[config.mk]
export PLATFORM = sky130hd
export DESIGN_NAME = hamming_secded_stream
export DESIGN_NICKNAME = d
export VERILOG_FILES = /design/src/rtl/hamming_secded_stream.sv
export SDC_FILE = /design/constraint.sdc
export NUM_CORES = 1
export LEC_CHECK = 0
export ABC_AREA = 1
export ABC_CLOCK_PERIOD_IN_PS = 1690
export BUFFER_PORTS_ARGS = -buffer_cell sky130_fd_sc_hd__buf_2
export CELL_PAD_IN_SITES_DETAIL_PLACEMENT = 1
export CELL_PAD_IN_SITES_GLOBAL_PLACEMENT = 1
export CORE_MARGIN = 3
export CORE_UTILIZATION = 39
export DETAILED_ROUTE_END_ITERATION = 8
export PLACE_DENSITY_LB_ADDON = 0.08
export SKIP_LAST_GASP = 1
export SLEW_MARGIN = 25
export SYNTH_ARGS = -nofsm -noshare
export SYNTH_HDL_FRONTEND = slang
export SYNTH_SLANG_ARGS = --single-unit
[constraint.sdc]
create_clock -name CLK -period 1.69 [get_ports CLK]
set_input_delay 0.169 -clock CLK [delete_from_list [all_inputs] [get_ports CLK]]
set_output_delay 0.169 -clock CLK [all_outputs]
set_load 0.02 [all_outputs]
[src/rtl/hamming_secded_stream.sv]
// Two-stage streaming Hamming SECDED decoder with valid/ready flow control
// and saturating single/double error-event counters.
module hamming_secded_stream #(
  parameter int DATA_W = 6,
  parameter int PAR_W  = 4,
  parameter int CNT_W  = 16,
  localparam int CW_W  = DATA_W + PAR_W + 1
) (
  input  logic              CLK,
  input  logic              RST,
  input  logic [CW_W-1:0]   IN_DATA,
  input  logic              IN_VALID,
  output logic              IN_READY,
  input  logic              DETECT_ONLY,
  input  logic              CNT_CLR,
  output logic [DATA_W-1:0] OUT_DATA,
  output logic [PAR_W-1:0]  OUT_SYNDROME,
  output logic              OUT_SINGLE,
  output logic              OUT_DOUBLE,
  output logic              OUT_VALID,
  input  logic              OUT_READY,
  output logic [CNT_W-1:0]  SINGLE_CNT,
  output logic [CNT_W-1:0]  DOUBLE_CNT
);

  localparam logic [PAR_W-1:0] MAX_POS = PAR_W'(CW_W - 1);

  function automatic logic [PAR_W-1:0] calc_syn(input logic [CW_W-1:0] cw);
    logic [PAR_W-1:0] s;
    s = '0;
    for (int k = 0; k < PAR_W; k++)
      for (int i = 1; i < CW_W; i++)
        if (((i >> k) & 1) == 1) s[k] = s[k] ^ cw[i];
    return s;
  endfunction

  // Payload sits at every non-power-of-two position, lowest first.
  function automatic logic [DATA_W-1:0] extract(input logic [CW_W-1:0] cw);
    logic [DATA_W-1:0] d;
    int j;
    d = '0;
    j = 0;
    for (int i = 1; i < CW_W; i++)
      if ((i & (i - 1)) != 0) begin
        d[j] = cw[i];
        j++;
      end
    return d;
  endfunction

  logic              adv;
  logic              s1_valid;
  logic [CW_W-1:0]   s1_cw;
  logic [PAR_W-1:0]  s1_syn;
  logic              s1_par;
  logic              s1_det;

  logic              oor;
  logic [CW_W-1:0]   fix_cw;
  logic              d_single;
  logic              d_double;
  logic              xfer;

  assign adv      = ~OUT_VALID | OUT_READY;
  assign IN_READY = adv;
  assign xfer     = OUT_VALID & OUT_READY;

  always_comb begin
    oor      = s1_syn > MAX_POS;
    fix_cw   = s1_cw;
    d_single = s1_par & ~oor;
    d_double = (~s1_par & (|s1_syn)) | (s1_par & oor);
    if (s1_par && (|s1_syn) && !oor && !s1_det)
      fix_cw[s1_syn] = ~s1_cw[s1_syn];
  end

  always_ff @(posedge CLK) begin
    if (RST) begin
      s1_valid     <= 1'b0;
      s1_cw        <= '0;
      s1_syn       <= '0;
      s1_par       <= 1'b0;
      s1_det       <= 1'b0;
      OUT_VALID    <= 1'b0;
      OUT_DATA     <= '0;
      OUT_SYNDROME <= '0;
      OUT_SINGLE   <= 1'b0;
      OUT_DOUBLE   <= 1'b0;
    end else if (adv) begin
      s1_valid  <= IN_VALID;
      OUT_VALID <= s1_valid;
      if (IN_VALID) begin
        s1_cw  <= IN_DATA;
        s1_syn <= calc_syn(IN_DATA);
        s1_par <= ^IN_DATA;
        s1_det <= DETECT_ONLY;
      end
      if (s1_valid) begin
        OUT_DATA     <= extract(fix_cw);
        OUT_SYNDROME <= s1_syn;
        OUT_SINGLE   <= d_single;
        OUT_DOUBLE   <= d_double;
      end
    end
  end

  always_ff @(posedge CLK) begin
    if (RST || CNT_CLR) begin
      SINGLE_CNT <= '0;
      DOUBLE_CNT <= '0;
    end else begin
      if (xfer && OUT_SINGLE && !(&SINGLE_CNT))
        SINGLE_CNT <= SINGLE_CNT + 1'b1;
      if (xfer && OUT_DOUBLE && !(&DOUBLE_CNT))
        DOUBLE_CNT <= DOUBLE_CNT + 1'b1;
    end
  end

endmodule

Yosys cells after proc, flatten, opt, wreduce, memory -nomap -nowiden:

Cells that the tools add are included.

* $add $sub $neg: 6
* order comparisons: 13
* mux-type cells: 90
* bitwise operators: 23
* reduce and logical (&&, ||, !) cells: 24

Operator list (count)
* $mux 32: 15
* $ge 32x1->1 const B: 5
* $lt 32x5->1 const B: 5
* $add 32x2->32 const B: 4
* $mux 6: 12
* $mux 1: 49
* $add 16x1->16 const B: 2
* $reduce_and 16->1: 2
* $bwmux 6: 5
* $demux 1 s3: 5
* $logic_and 1x1->1: 13
* $xor 1x1->1: 13
* $bwmux 11: 1
* $mux 11: 1
* $reduce_xor 11->1: 1
* $lt 4x5->1 const B: 1
* $and 1x1->1: 4
* $bmux 1 s4: 1
* $demux 1 s4: 1
* $ge 4x1->1 const B: 1
* $gt 4x4->1 const B: 1
* $logic_not 1->1: 4
* $not 1->1: 4
* $reduce_and 2->1: 2
* 3 further kinds: 4

* bits in registers: 63
* input bits: 17
* output and inout port bits: 46
* logic and storage cells: 168

Longest topological paths before layout:

Gate-level depths: netlist of the first run.

* word-level depth: 26
* mapped depth: 12
* gate-level depth less buffers: 11

Worst setup path after synthesis of the first run:

OpenSTA, ideal clock, no wires.

* kind: flip-flop to flip-flop
* start: register SINGLE_CNT[0]
* end: register SINGLE_CNT[0]
* setup time: 128 ps
* data arrival time: 1548 ps
* required time: 1562 ps
* setup slack: 14 ps
* cell stages (with the launch flop): 9
* path buffers: 1
* period minus slack after synthesis: 1676 ps
* cell sequence: dfxtp_1 > ha_1 > nand3_1 > nor2_2 > nand3_1 > nand2_2 > buf_4 > xor2_1 > nor2_1

* longest elaborated chain between the ends: 3
* elaborated cells between the ends (all ways): 4
* those cells by class: add/sub: 1; reduce/logical: 3

Ends and longest elaborated chain
* from (decl): line 22 `output logic [CNT_W-1:0] SINGLE_CNT,`
* from (signal assigned): line 113 `SINGLE_CNT <= SINGLE_CNT + 1'b1;`
* branches (longest 3 deep; another with $add 16x1->16)

Several ways; the timed one is not identified.
A chain may end at the register's enable or synchronous reset.

Worst setup path in the final report of the first run:

* start: register SINGLE_CNT[1]
* end: register SINGLE_CNT[2]

The elaborated chain is that of the path after synthesis.

==> results of run 1 <==
## path summary, 6_finish.rpt
path	from	endpoint	slack, ns	depth (start not counted)
setup reg to reg	SINGLE_CNT[1]$_SDFFE_PP0P_	SINGLE_CNT[2]$_SDFFE_PP0P_	0.12	9
setup / recovery	SINGLE_CNT[1]$_SDFFE_PP0P_	SINGLE_CNT[2]$_SDFFE_PP0P_	0.12	9
hold reg to reg	s1_cw[1]$_SDFFE_PP0P_	s1_cw[1]$_SDFFE_PP0P_	0.46	2
hold / removal	DETECT_ONLY	s1_det$_SDFFE_PP0P_	0.12	3
## cells by family after synthesis
logic type               after synthesis  synth area share, %
XOR/XNOR                              21                 5.52
AO/OA/AOI/OAI                         90                 13.7
flip-flops                            63                 37.8
AND/OR/NAND/NOR                      240                 31.9
adder cells (fa/ha/maj)                2                0.750
buffers and inverters                 83                 10.2
## worst max-delay path: cells and delay by family, from the launching register on
kind | cells | cell delay (ns)
AOI/OAI and AO/OA | 1 | 0.08
buffers and inverters | 1 | 0.16
and+or+nand+nor | 6 | 0.64
DFF | 1 | 0.36
adders and majority gates | 1 | 0.21
## registers in the layout, indices dropped and copies added (netlist names)
register and flops:
s1_syn 4, s1_par 1, s1_valid 1, OUT_SYNDROME 4, OUT_VALID 1, DOUBLE_CNT 16, OUT_SINGLE 1, s1_cw 11
s1_det 1, OUT_DOUBLE 1, OUT_DATA 6, SINGLE_CNT 16
## what timing repair did
| item | in CTS | in global routing |
|---|---|---|
| gates resized for setup | 2 | 14 |
| hold endpoints to repair | 0 | 0 |
| pin swaps | 1 | 4 |
| setup buffers | 0 | 8 |
| endpoints found under the setup margin | 11 | 35 |
## area by class of cell
class / count / area [sq um] / area share, %
tap: 105 / 131 / 3.15
timing repair buffer: 82 / 473 / 11.4
inverter: 71 / 269 / 6.46
clock buffer: 14 / 183 / 4.38
multi-input combinational: 353 / 1780 / 42.8
sequential: 63 / 1270 / 30.4
clock inverter: 2 / 60.1 / 1.44
## per-stage QoR
stage / std cells / setup TNS (ns) / util (%) / hold WS (ns) / power (mW)
after global placement: 666 / 0 / 46.1 / 0.450 / 2.01
after CTS: 682 / -0.0124 / 49.2 / 0.122 / 3.62
final: 690 / 0 / 50.5 / 0.122 / 3.59
after detailed placement: 666 / -0.0977 / 46.1 / 0.450 / 2.02
after floorplan: 499 / 0 / - / 0.325 / 1.88
after global routing: 690 / -0.0177 / 50.5 / 0.145 / 3.74
## Yosys cell counts
| cell type | instances | area share, % |
|---|---|---|
| nand2_1 | 125 | 14 |
| inv_1 | 67 | 7.5 |
| dfxtp_1 | 63 | 38 |
| a21oi_1 | 51 | 7.7 |
| nor2_1 | 45 | 5.1 |
| o21ai_0 | 31 | 4.7 |
| nand3_1 | 27 | 4.1 |
| nor3_1 | 13 | 2.0 |
| xnor2_1 | 12 | 3.2 |
| xor2_1 | 9 | 2.4 |
| nand4_1 | 7 | 1.3 |
| nor2_2 | 6 | 1.1 |
| o21ai_1 | 5 | 0.75 |
| buf_2 | 4 | 0.60 |
| clkbuf_1 | 4 | 0.45 |
| nor3b_1 | 4 | 0.90 |
| inv_2 | 3 | 0.34 |
| and3_1 | 2 | 0.38 |
| buf_4 | 2 | 0.45 |
| buf_6 | 2 | 0.68 |
| ha_1 | 2 | 0.75 |
| nand2_2 | 2 | 0.38 |
| nand3_2 | 2 | 0.60 |
| nor2_4 | 2 | 0.68 |
| a211oi_1 | 1 | 0.23 |
| inv_4 | 1 | 0.19 |
| nand2_4 | 1 | 0.34 |
| nand3b_1 | 1 | 0.23 |
| nor3_2 | 1 | 0.30 |
| nor3b_2 | 1 | 0.38 |
| o211ai_1 | 1 | 0.23 |
| o21bai_1 | 1 | 0.23 |
| or2_0 | 1 | 0.19 |
## power breakdown
group          internal, mW  switching [mW]  total [mW]  leakage (nW)
registers              1.54          0.0386        1.58         0.515
logic                 0.137           0.281       0.418          1.21
clock network         0.994           0.596        1.59         0.123
total                  2.67           0.916        3.59          1.85
## routing by layer
metal	vias up	share of wire (%)
li1	1758	-
met1	1681	43
met2	51	53
met3	12	2.9
met4	0	1.7
met5	-	0
==> reports/qor.txt, run 1 <==
synthesized area - 3330 sq um
Worst setup SP type - flip-flop
vias in the first global route - 3593
crit-path cells - ha_2, nand3_2, nor2_2, nand3_2, nand2_4, buf_4, o21ai_0, nand2_1, nor2_1
clock buffer depth - 2
status - complete, no violations
grt met3 use - 2.83%
Post-Synthesis Cells - 499
Most Crowded Layer GR - met2
fin nets - 599
Final Wtd Congestion - 0.823
commonest non-fill, non-tap cell in the layout - nand2_1
CTS Root Cell - clkbuf_8
DRT Pass-1 Iters - 4
dpl hpwl - 7350 microns
post-route design area - 4170 sq um
Die H - 98.5 microns
Critical Path Slowest Stage Cell - dfxtp_2
critical-path maximum fanout - 7
Setup Slack @ Placement - -0.0347 ns
dpl cell area - 3810 sq um
worst hold path type - in -> reg
die area - 9700 sq um
final WL - 9940 microns
Clock transition at path regs - 0.08 ns
TritonCTS clock tree - done
Final Worst Setup Slack - 0.122 ns
first-pass GRT wire length - 16500 microns
vias per inst - 5.08
final cycle utilization of the critical path - 92.8%
via count - 3502
fin. max-slew vios - 0
Max Freq - 638 MHz
Filler cells - 1128
initial antenna violation count - 0
Initial Utilization - 40.4%
Yosys reg bits - 63
maximum vdd ir drop - 0.426 mV
Syn. warnings - 0
shortest period the worst path allows - 1.57 ns
critical path's largest stage delay - 0.36 ns
Pwr Density - 861 nW/um^2
Syn Nets - 518
Required @ worst endpoint - 1.91 ns
slew margin rel. - 62.9%
Global Route Usage Sum - 20.8%
IO Count - 63
chip width - 98.5 microns
met2 Track Usage GR - 38.5%
Leakage - 1.85 nW
Layout area overhead - 25.0%
clk_skew - 0.0134 ns
sequential area share after synthesis - 37.8%
# H-tree levels - 3
post-synthesis cell type count - 33
wire per inst - 14.4 microns
Slew @ Worst Pin - 0.557 ns
Final Hold Fails - 0
met1 Track Usage GR - 24.1%
kind of critical path - reg -> reg
share of post-route cells with drive strength above 1 - 21.5%
Congestion Overflow GR - 0
crit path DAT - 1.79 ns
CP Capture Type - flip-flop
clk sink count - 63
# rows - 33
syn avg cell area - 6.68 sq um
cts hold-fix bufs - 0
final setup violation count - 0
Core ar. - 8260 sq um
remaining antenna violation count - 0
post-route DRC violation count - 0
largest net degree at the start of global routing - 20
Port Buffers - 62
max-capacitance violation count - 0
ANT cells - 0
DR iter-0 viols - 39
CTS buffer count - 9
Worst-Skew Late Latency - 0.34 ns
most frequent cells in the layout - nand2_1, inv_1, buf_2
cell mode on critical path - nand3_2
No activity file was read; power rests on OpenSTA's default activity.
==> run 2: changes to the inputs <==
--- a/config.mk
+++ b/config.mk
@@ -13,6 +13,7 @@
 export CORE_MARGIN = 3
 export CORE_UTILIZATION = 39
 export DETAILED_ROUTE_END_ITERATION = 8
+export GPL_TIMING_DRIVEN = 0
 export PLACE_DENSITY_LB_ADDON = 0.08
 export SKIP_LAST_GASP = 1
 export SLEW_MARGIN = 25
==> reports/qor.txt, run 2 (same netlist as run 1, synthesis figures left out) <==
CP Capture Type - flip-flop (unchanged)
Required @ worst endpoint - 1.90 ns (was 1.91 ns)
final setup violation count - 0 (unchanged)
IO Count - 63 (unchanged)
Worst setup SP type - flip-flop (unchanged)
clock buffer depth - 2 (unchanged)
die area - 9700 sq um (unchanged)
post-route DRC violation count - 0 (unchanged)
CTS buffer count - 9 (unchanged)
worst hold stages - 3 (unchanged)
final WL - 9600 microns (was 9940 microns)
Reg-to-Reg End - SINGLE_CNT[0]$_SDFFE_PP0P_ (was SINGLE_CNT[2]$_SDFFE_PP0P_)
most frequent cells in the layout - nand2_1, inv_1, buf_2 (unchanged)
vias in the first global route - 3385 (was 3593)
Global Route Usage Sum - 20.0% (was 20.8%)
dpl hpwl - 7380 microns (was 7350 microns)
clk_skew - 0.00721 ns (was 0.0134 ns)
Port Buffers - 62 (unchanged)
slew margin rel. - 62.1% (was 62.9%)
chip width - 98.5 microns (unchanged)
status - complete, no violations (unchanged)
worst hold slack - 0.133 ns (was 0.122 ns)
Max Freq - 621 MHz (was 638 MHz)
R2R setup slack - 0.08 ns (was 0.12 ns)
DR iter-0 viols - 60 (was 39)
fin. max-slew vios - 0 (unchanged)
wire per inst - 14.1 microns (was 14.4 microns)
DP Cell Count - 666 (unchanged)
largest net degree at the start of global routing - 11 (was 20)
ANT cells - 0 (unchanged)
Slew @ Worst Pin - 0.568 ns (was 0.557 ns)
share of post-route cells with drive strength above 1 - 19.3% (was 21.5%)
via count - 3402 (was 3502)
Clock transition at path regs - 0.07 ns (was 0.08 ns)
Congestion Overflow GR - 0 (unchanged)
Top Registers - DOUBLE_CNT x16, SINGLE_CNT x16, s1_cw x11 (unchanged)
Initial Utilization - 40.4% (unchanged)
Final Wtd Congestion - 0.856 (was 0.823)
Leakage - 1.75 nW (was 1.85 nW)
vias per inst - 5.00 (was 5.08)
Filler cells - 1126 (was 1128)
kind of critical path - reg -> reg (unchanged)
first-pass GRT wire length - 15800 microns (was 16500 microns)
CTS Root Cell - clkbuf_8 (unchanged)
max-capacitance violation count - 0 (unchanged)
FF-to-FF Start - SINGLE_CNT[0]$_SDFFE_PP0P_ (was SINGLE_CNT[1]$_SDFFE_PP0P_)
R2R cell count - 8 (was 9)
clk sink count - 63 (unchanged)
shortest period the worst path allows - 1.61 ns (was 1.57 ns)
critical-path maximum fanout - 10 (was 7)
Worst Hold Endpoint - s1_cw[8]$_SDFFE_PP0P_ (was s1_det$_SDFFE_PP0P_)
Die H - 98.5 microns (unchanged)
Non-Filler Instances - 681 (was 690)
hold_sp - IN_DATA[8] (was DETECT_ONLY)
commonest non-fill, non-tap cell in the layout - nand2_1 (unchanged)
Pwr Density - 786 nW/um^2 (was 861 nW/um^2)
# H-tree levels - 3 (unchanged)
Core ar. - 8260 sq um (unchanged)
maximum vdd ir drop - 0.330 mV (was 0.426 mV)
Worst-Skew Late Latency - 0.34 ns (about the same)
Setup Slack @ Placement - -0.0953 ns (was -0.0347 ns)
cts hold-fix bufs - 0 (unchanged)
Layout area overhead - 20.1% (was 25.0%)
RSZ-0062 raised after global routing - yes
Final Hold Fails - 0 (unchanged)
DRT Pass-1 Iters - 4 (unchanged)
final cycle utilization of the critical path - 95.2% (was 92.8%)
crit path DAT - 1.82 ns (was 1.79 ns)
setup TNS - 0 ns (unchanged)
fin nets - 592 (was 599)
initial antenna violation count - 0 (unchanged)
# rows - 33 (unchanged)
total power - 3.15 mW (was 3.59 mW)
worst hold path type - in -> reg (unchanged)
TritonCTS clock tree - done (unchanged)
remaining antenna violation count - 0 (unchanged)
Final Worst Setup Slack - 0.0804 ns (was 0.122 ns)
[run 2: changes by cell type in the layout (fill, tap and decap cells not counted), moves of 2 or more]
| cell | before | now |
|---|---|---|
| dfxtp_2 | 5 | 3 |
| buf_4 | 19 | 2 |
| buf_2 | 62 | 65 |
| clkbuf_8 | 13 | 11 |
| buf_6 | 0 | 3 |
| bufinv_16 | 2 | 0 |
| clkbuf_1 | 1 | 6 |
[run 2: layout make-up]
class                      count  area (sq um)  share of cell area (%)
buffer                        12          78.8                    1.97
clock buffer                  13           159                    3.97
clock inverter                 1          5.00                   0.125
inverter                      71           269                    6.72
multi-input combinational    353          1770                    44.3
sequential                    63          1270                    31.7
tap                          105           131                    3.28
timing repair buffer          63           318                    7.94
[run 2: worst max path at each step]
| stage | start | to |
|---|---|---|
| floorplan | SINGLE_CNT[0]$_SDFFE_PP0P_ | SINGLE_CNT[0]$_SDFFE_PP0P_ |
| global placement | DOUBLE_CNT[0]$_SDFFE_PP0P_ | DOUBLE_CNT[12]$_SDFFE_PP0P_ |
| detailed placement | DOUBLE_CNT[0]$_SDFFE_PP0P_ | DOUBLE_CNT[12]$_SDFFE_PP0P_ |
| CTS | SINGLE_CNT[1]$_SDFFE_PP0P_ | SINGLE_CNT[0]$_SDFFE_PP0P_ |
| global route | SINGLE_CNT[0]$_SDFFE_PP0P_ | SINGLE_CNT[0]$_SDFFE_PP0P_ |
| finish | SINGLE_CNT[0]$_SDFFE_PP0P_ | SINGLE_CNT[0]$_SDFFE_PP0P_ |
[run 2: worst max-delay path, stage by stage (launching register included)]
cell,delay (ns)
dfxtp_4,0.37
ha_2,0.21
nand3_2,0.13
nor2_4,0.15
nand3_1,0.12
nand2_4,0.14
buf_6,0.16
xor2_1,0.16
nor2_1,0.05
[run 2: repair_timing]
action / 4_1_cts / 5_1_grt
buffers inserted: 0 / 1
setup endpoints to repair: 21 / 25
pin swaps: 2 / 1
gates resized for setup: 7 / 9
[run 2: report_power, final]
part / internal (mW) / leakage (nW) / switching [mW]
Combinational: 0.137 / 1.15 / 0.286
Clock: 0.596 / 0.0854 / 0.564
Sequential: 1.54 / 0.516 / 0.0273
[run 2: per-layer routing]
layer  routed length, microns  GRT usage, %  up-vias  part of all wire (%)
met1                     4220          23.5     1598                    44
met3                      299          3.40       16                   3.1
met5                        0             0        -                     0
met2                     4900          36.1       52                    51
li1                         -             -     1736                     -
met4                      176          7.67        0                   1.8
[run 2: through the flow]
stage	util [%]	area (sq um)
after global placement	45.7	3780
after global routing	48.5	4000
final	48.5	4000
after CTS	48.0	3970
after detailed placement	45.7	3780
after floorplan	-	3330
==> run 3: changes to the inputs <==
--- a/config.mk
+++ b/config.mk
@@ -11,7 +11,8 @@
 export CELL_PAD_IN_SITES_DETAIL_PLACEMENT = 1
 export CELL_PAD_IN_SITES_GLOBAL_PLACEMENT = 1
 export CORE_MARGIN = 3
-export CORE_UTILIZATION = 39
+export CORE_UTILIZATION = 40
+export CTS_BUF_LIST = sky130_fd_sc_hd__clkbuf_8
 export DETAILED_ROUTE_END_ITERATION = 8
 export GPL_TIMING_DRIVEN = 0
 export PLACE_DENSITY_LB_ADDON = 0.08
==> reports/qor.txt, run 3 (same netlist as run 1, synthesis figures left out) <==
via count - 3454 (was 3402)
first-pass GRT wire length - 16800 microns (was 15800 microns)
hold_sp - DETECT_ONLY (was IN_DATA[8])
crit path DAT - 1.83 ns (was 1.82 ns)
maximum vdd ir drop - 0.386 mV (was 0.330 mV)
worst hold stages - 3 (unchanged)
most frequent cells in the layout - nand2_1, inv_1, buf_2 (unchanged)
Layout area overhead - 21.5% (was 20.1%)
DR iter-0 viols - 40 (was 60)
shortest period the worst path allows - 1.59 ns (was 1.61 ns)
worst hold slack - 0.137 ns (was 0.133 ns)
Clock transition at path regs - 0.07 ns (about the same)
Congestion Overflow GR - 0 (unchanged)
final setup violation count - 0 (unchanged)
R2R cell count - 9 (was 8)
Leakage - 1.78 nW (was 1.75 nW)
post-route DRC violation count - 0 (unchanged)
initial antenna violation count - 0 (unchanged)
Setup Slack @ Placement - -0.101 ns (was -0.0953 ns)
Required @ worst endpoint - 1.93 ns (was 1.90 ns)
CTS Root Cell - clkbuf_8 (unchanged)
area of the multi-input gates - 1780 sq um (was 1770 sq um)
max-capacitance violation count - 0 (unchanged)
Port Buffers - 62 (unchanged)
Slew @ Worst Pin - 0.578 ns (was 0.568 ns)
clk_skew - 0.00910 ns (was 0.00721 ns)
final cycle utilization of the critical path - 94.4% (was 95.2%)
FF-to-FF Start - DOUBLE_CNT[1]$_SDFFE_PP0P_ (was SINGLE_CNT[0]$_SDFFE_PP0P_)
Pwr Density - 808 nW/um^2 (was 786 nW/um^2)
P_sw - 0.915 mW (was 0.877 mW)
Worst-Skew Late Latency - 0.34 ns (about the same)
Switching Share - 27.9% (about the same)
slew margin rel. - 61.5% (was 62.1%)
routed length on met1 - 4320 microns (was 4220 microns)
die area - 9470 sq um (was 9700 sq um)
largest net degree at the start of global routing - 11 (unchanged)
FF+latch area - 1270 sq um (unchanged)
Final Wtd Congestion - 0.857 (was 0.856)
clock buffer depth - 2 (unchanged)
# H-tree levels - 3 (unchanged)
commonest non-fill, non-tap cell in the layout - nand2_1 (unchanged)
clk sink count - 63 (unchanged)
IO Count - 63 (unchanged)
Filler cells - 1081 (was 1126)
chip width - 97.3 microns (was 98.5 microns)
Final Worst Setup Slack - 0.0951 ns (was 0.0804 ns)
total power - 3.28 mW (was 3.15 mW)
Final Hold Fails - 0 (unchanged)
share of post-route cells with drive strength above 1 - 20.3% (was 19.3%)
CTS buffer count - 9 (unchanged)
Die H - 97.3 microns (was 98.5 microns)
RSZ-0062 raised after global routing - no (was yes)
DRT Pass-1 Iters - 4 (unchanged)
Initial Utilization - 42.1% (was 40.4%)
fin nets - 595 (was 592)
status - complete, no violations (unchanged)
Worst setup SP type - flip-flop (unchanged)
Global Route Usage Sum - 21.3% (was 20.0%)
final WL - 9710 microns (was 9600 microns)
Top Registers - DOUBLE_CNT x16, SINGLE_CNT x16, s1_cw x11 (unchanged)
Core ar. - 7930 sq um (was 8260 sq um)
Reg-to-Reg End - DOUBLE_CNT[12]$_SDFFE_PP0P_ (was SINGLE_CNT[0]$_SDFFE_PP0P_)
fin. max-slew vios - 0 (unchanged)
Met2 Wirelength - 4830 microns (was 4900 microns)
sequential power share - 47.7% (was 49.7%)
R2R setup slack - 0.1 ns (was 0.08 ns)
dpl hpwl - 7300 microns (was 7380 microns)
critical-path maximum fanout - 10 (unchanged)
combinational share of power - 13.2% (was 13.4%)
Worst Hold Endpoint - s1_det$_SDFFE_PP0P_ (was s1_cw[8]$_SDFFE_PP0P_)
vias in the first global route - 3652 (was 3385)
vias per inst - 5.06 (was 5.00)
cts hold-fix bufs - 0 (unchanged)
CP Capture Type - flip-flop (unchanged)
kind of critical path - reg -> reg (unchanged)
worst hold path type - in -> reg (unchanged)
Max Freq - 627 MHz (was 621 MHz)
remaining antenna violation count - 0 (unchanged)
# rows - 32 (was 33)
wire per inst - 14.2 microns (was 14.1 microns)
top layer in use - met4 (unchanged)
TritonCTS clock tree - done (unchanged)
met3 WL post-DR - 326 microns (was 299 microns)
Clock Power Share - 39.1% (was 36.9%)
internal power - 2.36 mW (was 2.27 mW)
ANT cells - 0 (unchanged)
## run 3: per-layer routing
layer  GRT usage [%]  up-vias
met2            37.5       57
met1            24.9     1625
met5               0        -
met3            4.67       23
met4            9.05        0
li1                -     1749
## run 3: worst max path at each step
stage	from	to
floorplan	SINGLE_CNT[0]$_SDFFE_PP0P_	SINGLE_CNT[0]$_SDFFE_PP0P_
global placement	RST	DOUBLE_CNT[11]$_SDFFE_PP0P_
detailed placement	DOUBLE_CNT[0]$_SDFFE_PP0P_	DOUBLE_CNT[12]$_SDFFE_PP0P_
CTS	DOUBLE_CNT[0]$_SDFFE_PP0P_	DOUBLE_CNT[12]$_SDFFE_PP0P_
global route	DOUBLE_CNT[1]$_SDFFE_PP0P_	DOUBLE_CNT[12]$_SDFFE_PP0P_
finish	DOUBLE_CNT[1]$_SDFFE_PP0P_	DOUBLE_CNT[12]$_SDFFE_PP0P_
## run 3: timing repair
action,4_1_cts,5_1_grt
endpoints found under the setup margin,20,28
resized for setup,5,10
pin swaps,1,3
setup buffers,1,3
## run 3: layout make-up
cell class,instances,share of cell area [%]
multi-input cells,353,43.8
flip-flops and latches,63,31.3
repair buffers,66,8.40
inverters,71,6.64
clock buffers,13,4.41
well taps,102,3.15
plain buffers,12,1.88
clock inverters,3,0.370
## run 3: critical path, stage by stage (launching register included)
cell and delay (ns):
dfxtp_2 0.37, ha_4 0.16, nand3_2 0.12, nor2_4 0.16, nand3_2 0.12, nand2_4 0.13
buf_6 0.16, nor2_1 0.06, o21ai_1 0.13, nor2_1 0.07
## run 3: stage by stage
| stage | TNS [ns] | cell area [sq um] | std cells | util [%] |
|---|---|---|---|---|
| 4_1_cts | 0 | 3980 | 680 | 50.3 |
| 2_1_floorplan | 0 | 3330 | 499 | - |
| 3_5_place_dp | -0.480 | 3770 | 663 | 47.6 |
| 3_3_place_gp | -0.741 | 3770 | 663 | 47.6 |
| 6_report | 0 | 4050 | 683 | 51.1 |
| 5_1_grt | 0 | 4050 | 683 | 51.1 |
## run 3: power by group through the flow
stage               sequential [mW]  combinational [mW]  clock, mW
floorplan                      1.61               0.271          0
detailed placement             1.60               0.427          0
global placement               1.60               0.417          0
global route                   1.57               0.496       1.40
CTS                            1.56               0.431       1.32
finish                         1.56               0.433       1.28
